### src/rtl/pc_status_unit_pkg.sv
// Shared definitions for the program-counter / status unit: opcodes, FSM states,
// status bit positions and the reset status word.
package pc_status_unit_pkg;

  typedef enum logic [2:0] {
    OP_NOP     = 3'd0,
    OP_JMP     = 3'd1,
    OP_JMPZ    = 3'd2,
    OP_JMPS    = 3'd3,
    OP_JMPZS   = 3'd4,
    OP_TRAP    = 3'd5,
    OP_RTT     = 3'd6,
    OP_SETMODE = 3'd7
  } op_e;

  typedef enum logic [1:0] {
    ST_RUN        = 2'd0,
    ST_TRAP_ENTRY = 2'd1,
    ST_TRAP       = 2'd2
  } state_e;

  localparam int BIT_Z    = 0;
  localparam int BIT_S    = 1;
  localparam int BIT_C    = 2;
  localparam int BIT_MODE = 3;
  localparam int BIT_TRAP = 4;

  localparam int STATUS_W = 13;
  localparam int PC_W     = 20;

  localparam logic [STATUS_W-1:0] STATUS_RESET = 13'h0008;

  // Conditional jumps look only at the flags held before the current edge.
  function automatic logic jump_taken(input op_e op, input logic z, input logic s);
    case (op)
      OP_JMP:   jump_taken = 1'b1;
      OP_JMPZ:  jump_taken = z;
      OP_JMPS:  jump_taken = s;
      OP_JMPZS: jump_taken = z & s;
      default:  jump_taken = 1'b0;
    endcase
  endfunction

endpackage

### src/rtl/pc_status_unit_status_bank.sv
// Status register storage. XOR writes take priority over ALU flag loads;
// mode and trap bits are applied on top of whichever of those happened.
module status_bank
  import pc_status_unit_pkg::*;
(
  input  logic                clk,
  input  logic                rst,
  input  logic                xstat_apply,
  input  logic [STATUS_W-1:0] xstat_bits,
  input  logic                flag_load,
  input  logic                alu_zero,
  input  logic                alu_sign,
  input  logic                alu_carry,
  input  logic                mode_load,
  input  logic                mode_val,
  input  logic                trap_set,
  input  logic                trap_clr,
  output logic [STATUS_W-1:0] status
);

  logic [STATUS_W-1:0] status_nxt;

  always_comb begin
    status_nxt = status;
    if (xstat_apply) begin
      status_nxt = status ^ xstat_bits;
    end else if (flag_load) begin
      status_nxt[BIT_Z] = alu_zero;
      status_nxt[BIT_S] = alu_sign;
      status_nxt[BIT_C] = alu_carry;
    end
    if (mode_load) begin
      status_nxt[BIT_MODE] = mode_val;
    end
    if (trap_set) begin
      status_nxt[BIT_TRAP] = 1'b1;
    end else if (trap_clr) begin
      status_nxt[BIT_TRAP] = 1'b0;
    end
  end

  always_ff @(posedge clk or posedge rst) begin
    if (rst) begin
      status <= STATUS_RESET;
    end else begin
      status <= status_nxt;
    end
  end

endmodule

### src/rtl/pc_status_unit.sv
// Program counter, trap return address and trap sequencing FSM; status
// storage lives in status_bank.
//
// state         | meaning
// ST_RUN        | normal execution, accepts steps
// ST_TRAP_ENTRY | one-cycle trap entry bubble, steps ignored
// ST_TRAP       | trap handler running, accepts steps, RTT returns
module pc_status_unit
  import pc_status_unit_pkg::*;
#(
  parameter logic [19:0] TRAP_VECTOR = 20'h00010
) (
  input  logic        clk,
  input  logic        rst,
  input  logic        step,
  input  logic [2:0]  op,
  input  logic [19:0] jmp_addr,
  input  logic        flag_we,
  input  logic        alu_zero,
  input  logic        alu_sign,
  input  logic        alu_carry,
  input  logic        mode_in,
  input  logic        xstat_we,
  input  logic [19:0] xstat_data,
  output logic [19:0] prog_point,
  output logic [12:0] status_reg,
  output logic        mode,
  output logic        trap_flag,
  output logic        ready
);

  state_e          state;
  logic [PC_W-1:0] epc;
  op_e             op_q;
  logic            accept;
  logic            in_trap;
  logic            xstat_apply;
  logic [PC_W-1:0] pc_inc;
  logic [PC_W-1:0] pc_next;
  logic            unused_xstat_hi;

  assign op_q        = op_e'(op);
  assign accept      = step & ready;
  assign in_trap     = (state == ST_TRAP);
  assign xstat_apply = xstat_we & in_trap;
  assign pc_inc      = prog_point + 20'd1;
  assign pc_next     = jump_taken(op_q, status_reg[BIT_Z], status_reg[BIT_S]) ? jmp_addr : pc_inc;
  assign unused_xstat_hi = ^xstat_data[19:13];

  status_bank u_status_bank (
    .clk         (clk),
    .rst         (rst),
    .xstat_apply (xstat_apply),
    .xstat_bits  (xstat_data[12:0]),
    .flag_load   (accept & flag_we & ~xstat_apply),
    .alu_zero    (alu_zero),
    .alu_sign    (alu_sign),
    .alu_carry   (alu_carry),
    .mode_load   (accept & (op_q == OP_SETMODE)),
    .mode_val    (mode_in),
    .trap_set    (accept & (op_q == OP_TRAP) & (state == ST_RUN)),
    .trap_clr    (accept & (op_q == OP_RTT) & in_trap),
    .status      (status_reg)
  );

  assign mode      = status_reg[BIT_MODE];
  assign trap_flag = status_reg[BIT_TRAP];

  always_ff @(posedge clk or posedge rst) begin
    if (rst) begin
      state      <= ST_RUN;
      prog_point <= '0;
      epc        <= '0;
      ready      <= 1'b1;
    end else begin
      case (state)
        ST_RUN: begin
          if (accept) begin
            if (op_q == OP_TRAP) begin
              epc        <= pc_inc;
              prog_point <= TRAP_VECTOR;
              state      <= ST_TRAP_ENTRY;
              ready      <= 1'b0;
            end else begin
              prog_point <= pc_next;
            end
          end
        end
        ST_TRAP_ENTRY: begin
          state <= ST_TRAP;
          ready <= 1'b1;
        end
        ST_TRAP: begin
          if (accept) begin
            if (op_q == OP_RTT) begin
              prog_point <= epc;
              state      <= ST_RUN;
            end else begin
              // TRAP here is a plain NOP: no nesting, epc kept.
              prog_point <= pc_next;
            end
          end
        end
        default: begin
          state <= ST_RUN;
          ready <= 1'b1;
        end
      endcase
    end
  end

endmodule
### config.mk
export PLATFORM = sky130hd
export DESIGN_NAME = pc_status_unit
export DESIGN_NICKNAME = d
export VERILOG_FILES = /design/src/rtl/pc_status_unit_pkg.sv /design/src/rtl/pc_status_unit_status_bank.sv /design/src/rtl/pc_status_unit.sv
export SDC_FILE = /design/constraint.sdc
export NUM_CORES = 1
export LEC_CHECK = 0
export ABC_AREA = 1
export CORE_MARGIN = 4
export CORE_UTILIZATION = 44
export DETAILED_ROUTE_END_ITERATION = 10
export PLACE_DENSITY = 0.77
export SLEW_MARGIN = 30
export SYNTH_ARGS = -nofsm -noshare
export SYNTH_HDL_FRONTEND = slang
export SYNTH_SLANG_ARGS = --single-unit
### constraint.sdc
create_clock -name clk -period 1.8 [get_ports clk]
set_input_delay 0.54 -clock clk [delete_from_list [all_inputs] [get_ports clk]]
set_output_delay 0.54 -clock clk [all_outputs]
set_load 0.02 [all_outputs]
Word-level counts from Yosys, hierarchy flattened:

Cells that the tools add are included.

* add/subtract/negate cells: 1
* multipliers: 0
* divide/modulo/power cells: 0
* order comparisons: 0
* equal/unequal tests: 13
* shift-type cells: 0
* multiplexer cells: 21
* bitwise operators: 13
* reduce and logical (&&, ||, !) cells: 9

Operator list (count)
* 20-bit 2-to-1 mux: 5
* 20-bit case mux with 2 select lines: 1
* 20-bit by 1-bit adder with 20-bit output, second input constant: 1
* 13-bit bitwise XOR: 1
* 3-bit equality test, second input constant: 4
* 1-bit AND: 10
* 2-bit 2-to-1 mux: 5
* 3-bit AND reduction: 3
* 3-bit by 2-bit equality test with 1-bit output, second input constant: 2
* 3-bit 2-to-1 mux: 2
* 2-bit inequality test, second input constant: 3
* 2-bit case mux with 3 select lines: 1
* 2-bit nonzero test: 3
* 1-bit 2-to-1 mux: 5
* 1-bit case mux with 4 select lines: 1
* 4-bit AND reduction: 1
* 3-bit by 1-bit equality test with 1-bit output, second input constant: 1
* 3-bit nonzero test: 1
* 2-bit by 1-bit equality test with 1-bit output, second input constant: 1
* 2-bit equality test, second input constant: 1
* 2-bit logical NOT: 1
* 2-bit by 1-bit inequality test with 1-bit output, second input constant: 1
* 1-bit NOT: 2
* 1-bit case mux with 2 select lines: 1

* bits in registers: 56
* bits in latches: 0
* bits in writable memories: 0
* memory bits (read-only): 0
* output and inout port bits: 36
* logic and storage cells: 65
* memories: 0

Logic depth before layout (Yosys ltp):

* depth after elaboration: 6
* depth in mapped cells: 10
* gate-level depth less buffers: 9

Cells and area by module:

Synthesis repeated with hierarchy kept, for this count alone.

* cell total of the unflattened synthesis: 469
* area total of the unflattened synthesis: 3447.1 um^2

By module, submodules not included
* pc_status_unit: instances 1, cells an instance 382, area each 2746.4 um^2, seq. area each 1077.3 um^2
* status_bank: instances 1, cells an instance 87, area each 700.7 um^2, seq. area each 326.6 um^2

Least setup slack after synthesis:

OpenSTA, ideal clock, no wires.

* kind: register to register
* from: reg prog_point[0]
* to: reg prog_point[12]
* library setup time: 122 ps
* arrival time: 1532 ps
* slack: 146 ps
* stages on the path, launching flop included: 9
* buffers on the path: 0
* cells stage by stage: dfrtp_1 -> ha_1 -> nand3_2 -> inv_1 -> nand2_2 -> o21ai_0 -> nand3_1 -> nand2_1 -> a21oi_2

* cells in the longest elaborated chain, start to end: 5
* elaborated cells between the ends (all ways): 7

RTL lines
* from (decl): RTL line pc_status_unit.sv:25 `output logic [19:0] prog_point,`
* from (signal assigned): RTL line pc_status_unit.sv:85 `prog_point <= pc_next;`
* from (signal assigned): RTL line pc_status_unit.sv:96 `prog_point <= epc;`
* from (signal assigned): RTL line pc_status_unit.sv:100 `prog_point <= pc_next;`
* 20-bit by 1-bit adder with 20-bit output *: RTL line pc_status_unit.sv:46 `assign pc_inc = prog_point + 20'd1;`
* 20-bit 2-to-1 mux *: RTL line pc_status_unit.sv:47 `assign pc_next = jump_taken(op_q, status_reg[BIT_Z], status_reg[BIT_S]) ? jmp_addr : pc_inc;`
* 20-bit 2-to-1 mux (on tied branches): RTL line pc_status_unit.sv:95, pc_status_unit.sv:79
* 20-bit 2-to-1 mux (on tied branches): RTL line pc_status_unit.sv:94, pc_status_unit.sv:78
* 20-bit case mux with 2 select lines *: RTL line pc_status_unit.sv:76 `case (state)`

Mark *: on every way between the ends. The rest lies on a longest branch, timed or not. The select of a mux whose other input is x is not followed.
A chain may end at the register's enable or synchronous reset.

Final worst setup path:

* from: reg u_status_bank.status[3]
* to: out status_reg[3]

RTL lines
* from (decl): RTL line pc_status_unit_status_bank.sv:18 `output logic [STATUS_W-1:0] status`
* from (signal assigned): RTL line pc_status_unit_status_bank.sv:46 `status <= status_nxt;`
* to (decl): RTL line pc_status_unit.sv:26 `output logic [12:0] status_reg,`

No word-level cell between the ends.

==> summary.txt <==
CTS
  • Number of CTS-inserted buffers: 5
  • Bufs on Longest Clock Path: 2
  • CTS tree: built
  • Worst-Skew Late Latency: 0.31 ns
  • # H-tree levels: 2
  • Clock Sink Count: 56
  • CTS root buf: clkbuf_8
  • Worst-path clk slew: 0.10 ns

Synthesis
  • Synth Area in Compound Gates: 17.6%
  • Primary FF master, synth: dfrtp_1
  • Cells after synthesis: 426
  • Syn_nets: 479
  • Synth Register Bits: 56
  • Most frequent cell after synthesis: nand2_1
  • Synth top area cells: dfrtp_1 41%, nand2_1 9.9%, a21oi_1 6.8%, nor2_1 5.9%, inv_1 4.7%
  • Post-Synth Simple-Gate Area: between 20% and 30%
  • Post-synth EDFFs: 0
  • Mapped cell area: 3300 µm²
  • Mapped Avg Cell Area: a little under 8 µm²
  • Yosys top cell area share: 41.0%
  • Synth Warn #: 0
  • Top post-synthesis cells by count: 87 x nand2_1, 54 x dfrtp_1, 52 x nor2_1
  • Yosys cell types: 36
  • Post-synthesis mux area share: 0%
  • Largest area contributor in the netlist: dfrtp_1
  • Asr flop ratio synth: 100%
  • Fraction of the mapped netlist area in adder cells: 0.379%
  • Sequential fraction of the synthesis area: 42.6%
  • Largest family of logic cells by synthesized area: simple AND/OR/NAND/NOR gates
  • XOR/XNOR Fraction of Synth Area: 5.27%

Critical path
  • Worst setup SP type: flip-flop
  • WP data required: 1.26 ns
  • Reg2reg setup slack: 0.19 ns
  • CP max stage delay: 0.57 ns
  • R2r endpoint: prog_point[16]$_DFFE_PP0P_
  • Slowest CP cell: dfstp_2
  • R2R Path Start: prog_point[1]$_DFFE_PP0P_
  • Worst EP arrival: 1.22 ns
  • Critical path origin: u_status_bank.status[3]$_DFFE_PP1P_
  • Worst path depth: 1
  • Worst Reg2Reg Path Length in Cells: 8
  • Critical path cell sequence: dlygate4sd2_1
  • Critical-path maximum fanout: 4
  • CP endpoint: status_reg[3]
  • WP buf/inv: 1
  • CP top delay family: flip-flops
  • Setup CP Type: reg -> out
  • Crit end category: output pin

STA
  • Slew headroom: 73.7%
  • Skew final: 0.0118 ns
  • Hold Violations, Final: 0
  • Highest clock rate: approximately 570 MHz
  • Final min period: 1.76 ns
  • Slew Viols, Final: 0
  • Fin crit share: 97.6%
  • # setup viols final: 0
  • Slew @ Worst Pin: 0.394 ns
  • RSZ-0062 raised after global routing: false

Place
  • Port Buffer Count: 80
  • Final HPWL DP: 6.47 mm
  • RD Place Congestion: 0.932
  • Placed insts: 619

Detailed routing
  • Vias per inst: around 5.1
  • Routed wire per std cell: 13.9 µm
  • DRT iter0 DRCs: between 150 and 200
  • Post-DRT Antenna Nets: 0
  • First-pass detailed-route iteration total: 6
  • Residual DRC: 0
  • Total number of vias: roughly 3200
  • Drt total wl: 8.75 mm

Cells and area
  • N_diodes: 0
  • Cell Count, Final, Fillers Out: around 630
  • Post-layout nets: 582
  • P&R area growth vs syn: 37.2%
  • Fin util: a little over 60%
  • Share of cells above drive strength 1: 15.8%

Die
  • Die span in x: 94.6 µm
  • Num rows: 31
  • DIE AREA: between 8000 and 9000 µm²
  • Initial core utilization: 45.5%
  • CORE AREA: slightly above 7000 µm²
  • I/O Pins: 88
  • Die H: 94.6 µm

GRT
  • Gr usage total: between 20% and 30%
  • Largest net degree at the start of global routing: between 50 and 60
  • Grt ovf: 0
  • Vias in the first global route: 3263
  • First-pass GRT wire length: 15.0 mm
  • Initial antenna violation count: 0

Flow run
  • Max-cap violation count: 0

Pwr
  • Switching share of power: between 40 and 50%
  • Combinational power share: 51.9%
  • Pwr/cell area: about 1400 nW/µm²
  • Net Sw Power: about 2.8 mW
  • Int Pwr: between 3 and 4 mW
  • Maximum VDD drop: 0.752 mV
  • Sequential Power Share: about a third
  • P_leak: 2.15 nW
  • Clk network pwr share: 13.2%

Min path
  • Tightest Hold Check Type: reg -> reg

Outcome
  • Status: completed
-- metal layers --
layer	vias to the layer above	wire (µm)	global-route usage, %
met2	85	4450	37.1
met4	0	102	5.89
met3	9	445	2.47
met1	1511	3750	26.7
li1	1588	-	-
met5	-	0	0
-- how the worst min path moves through the flow --
stage / start / end / slack (ns) / cells after the start
floorplan: epc[1]$_DFFE_PP0P_ / epc[1]$_DFFE_PP0P_ / 0.44 / 2
global placement: epc[4]$_DFFE_PP0P_ / epc[4]$_DFFE_PP0P_ / 0.45 / 2
detailed placement: epc[4]$_DFFE_PP0P_ / epc[4]$_DFFE_PP0P_ / 0.46 / 2
CTS: u_status_bank.status[9]$_DFFE_PP0P_ / u_status_bank.status[9]$_DFFE_PP0P_ / 0.48 / 1
global route: u_status_bank.status[9]$_DFFE_PP0P_ / u_status_bank.status[9]$_DFFE_PP0P_ / 0.50 / 1
finish: u_status_bank.status[9]$_DFFE_PP0P_ / u_status_bank.status[9]$_DFFE_PP0P_ / 0.47 / 1
-- stage by stage --
step,worst slack (ns),power (mW),TNS (ns),hold WS (ns),cell area [µm²]
2_1_floorplan,0.146,4.26,0,0.442,3300
3_3_place_gp,-0.271,5.62,-9.63,0.454,4420
3_5_place_dp,-0.315,5.71,-11.52,0.458,4420
4_1_cts,0.0144,6.29,0,0.476,4480
5_1_grt,0.00215,6.75,0,0.504,4520
6_report,0.0429,6.27,0,0.470,4520
-- final cells by class --
| class | count | area (µm²) |
|---|---|---|
| fill | 640 | 2730 |
| multi-input combinational | 306 | 1610 |
| sequential | 56 | 1400 |
| timing repair buffer | 111 | 1090 |
| inverter | 49 | 193 |
| tap | 99 | 124 |
| clock buffer | 6 | 72.6 |
| clock inverter | 2 | 35.0 |
-- cells in the final DEF (no fill, tap or decap), types with 6 or more instances in the layout --
master and n:
nor2_1 51, inv_2 6, o21ai_0 23, a21oi_1 45
a21oi_2 10, dlygate4sd2_1 35, inv_1 40, buf_12 6
a31oi_1 9, xnor2_1 15, nand2_1 87, dfrtp_1 54
nand3_1 22, nand2_2 6, buf_4 24, clkdlybuf4s50_1 42
-- cells by family (layout without fill, tap and decap cells) --
logic type / count (synthesis) / in the layout
adders and majority gates: 1 / 1
xor gates and xnor gates: 19 / 19
and+or+nand+nor: 186 / 186
AOI/OAI and AO/OA: 100 / 100
DFF: 56 / 56
buffers and inverters: 64 / 168
-- what timing repair did --
item,CTS,global route
buffers inserted,0,1
pin swaps,0,2
endpoints found under the setup margin,36,41
hold buffers,0,0
gates resized for setup,36,7
hold endpoints to repair,0,0
gates cloned,0,1
-- power groups by stage --
| stage | combinational (mW) | sequential [mW] | clock (mW) |
|---|---|---|---|
| global route | 3.58 | 2.28 | 0.890 |
| finish | 3.25 | 2.19 | 0.830 |
| CTS | 3.26 | 2.19 | 0.843 |
| global placement | 3.41 | 2.20 | 0 |
| floorplan | 1.60 | 2.65 | 0 |
| detailed placement | 3.49 | 2.22 | 0 |
Power figures use the tool's default switching activity.
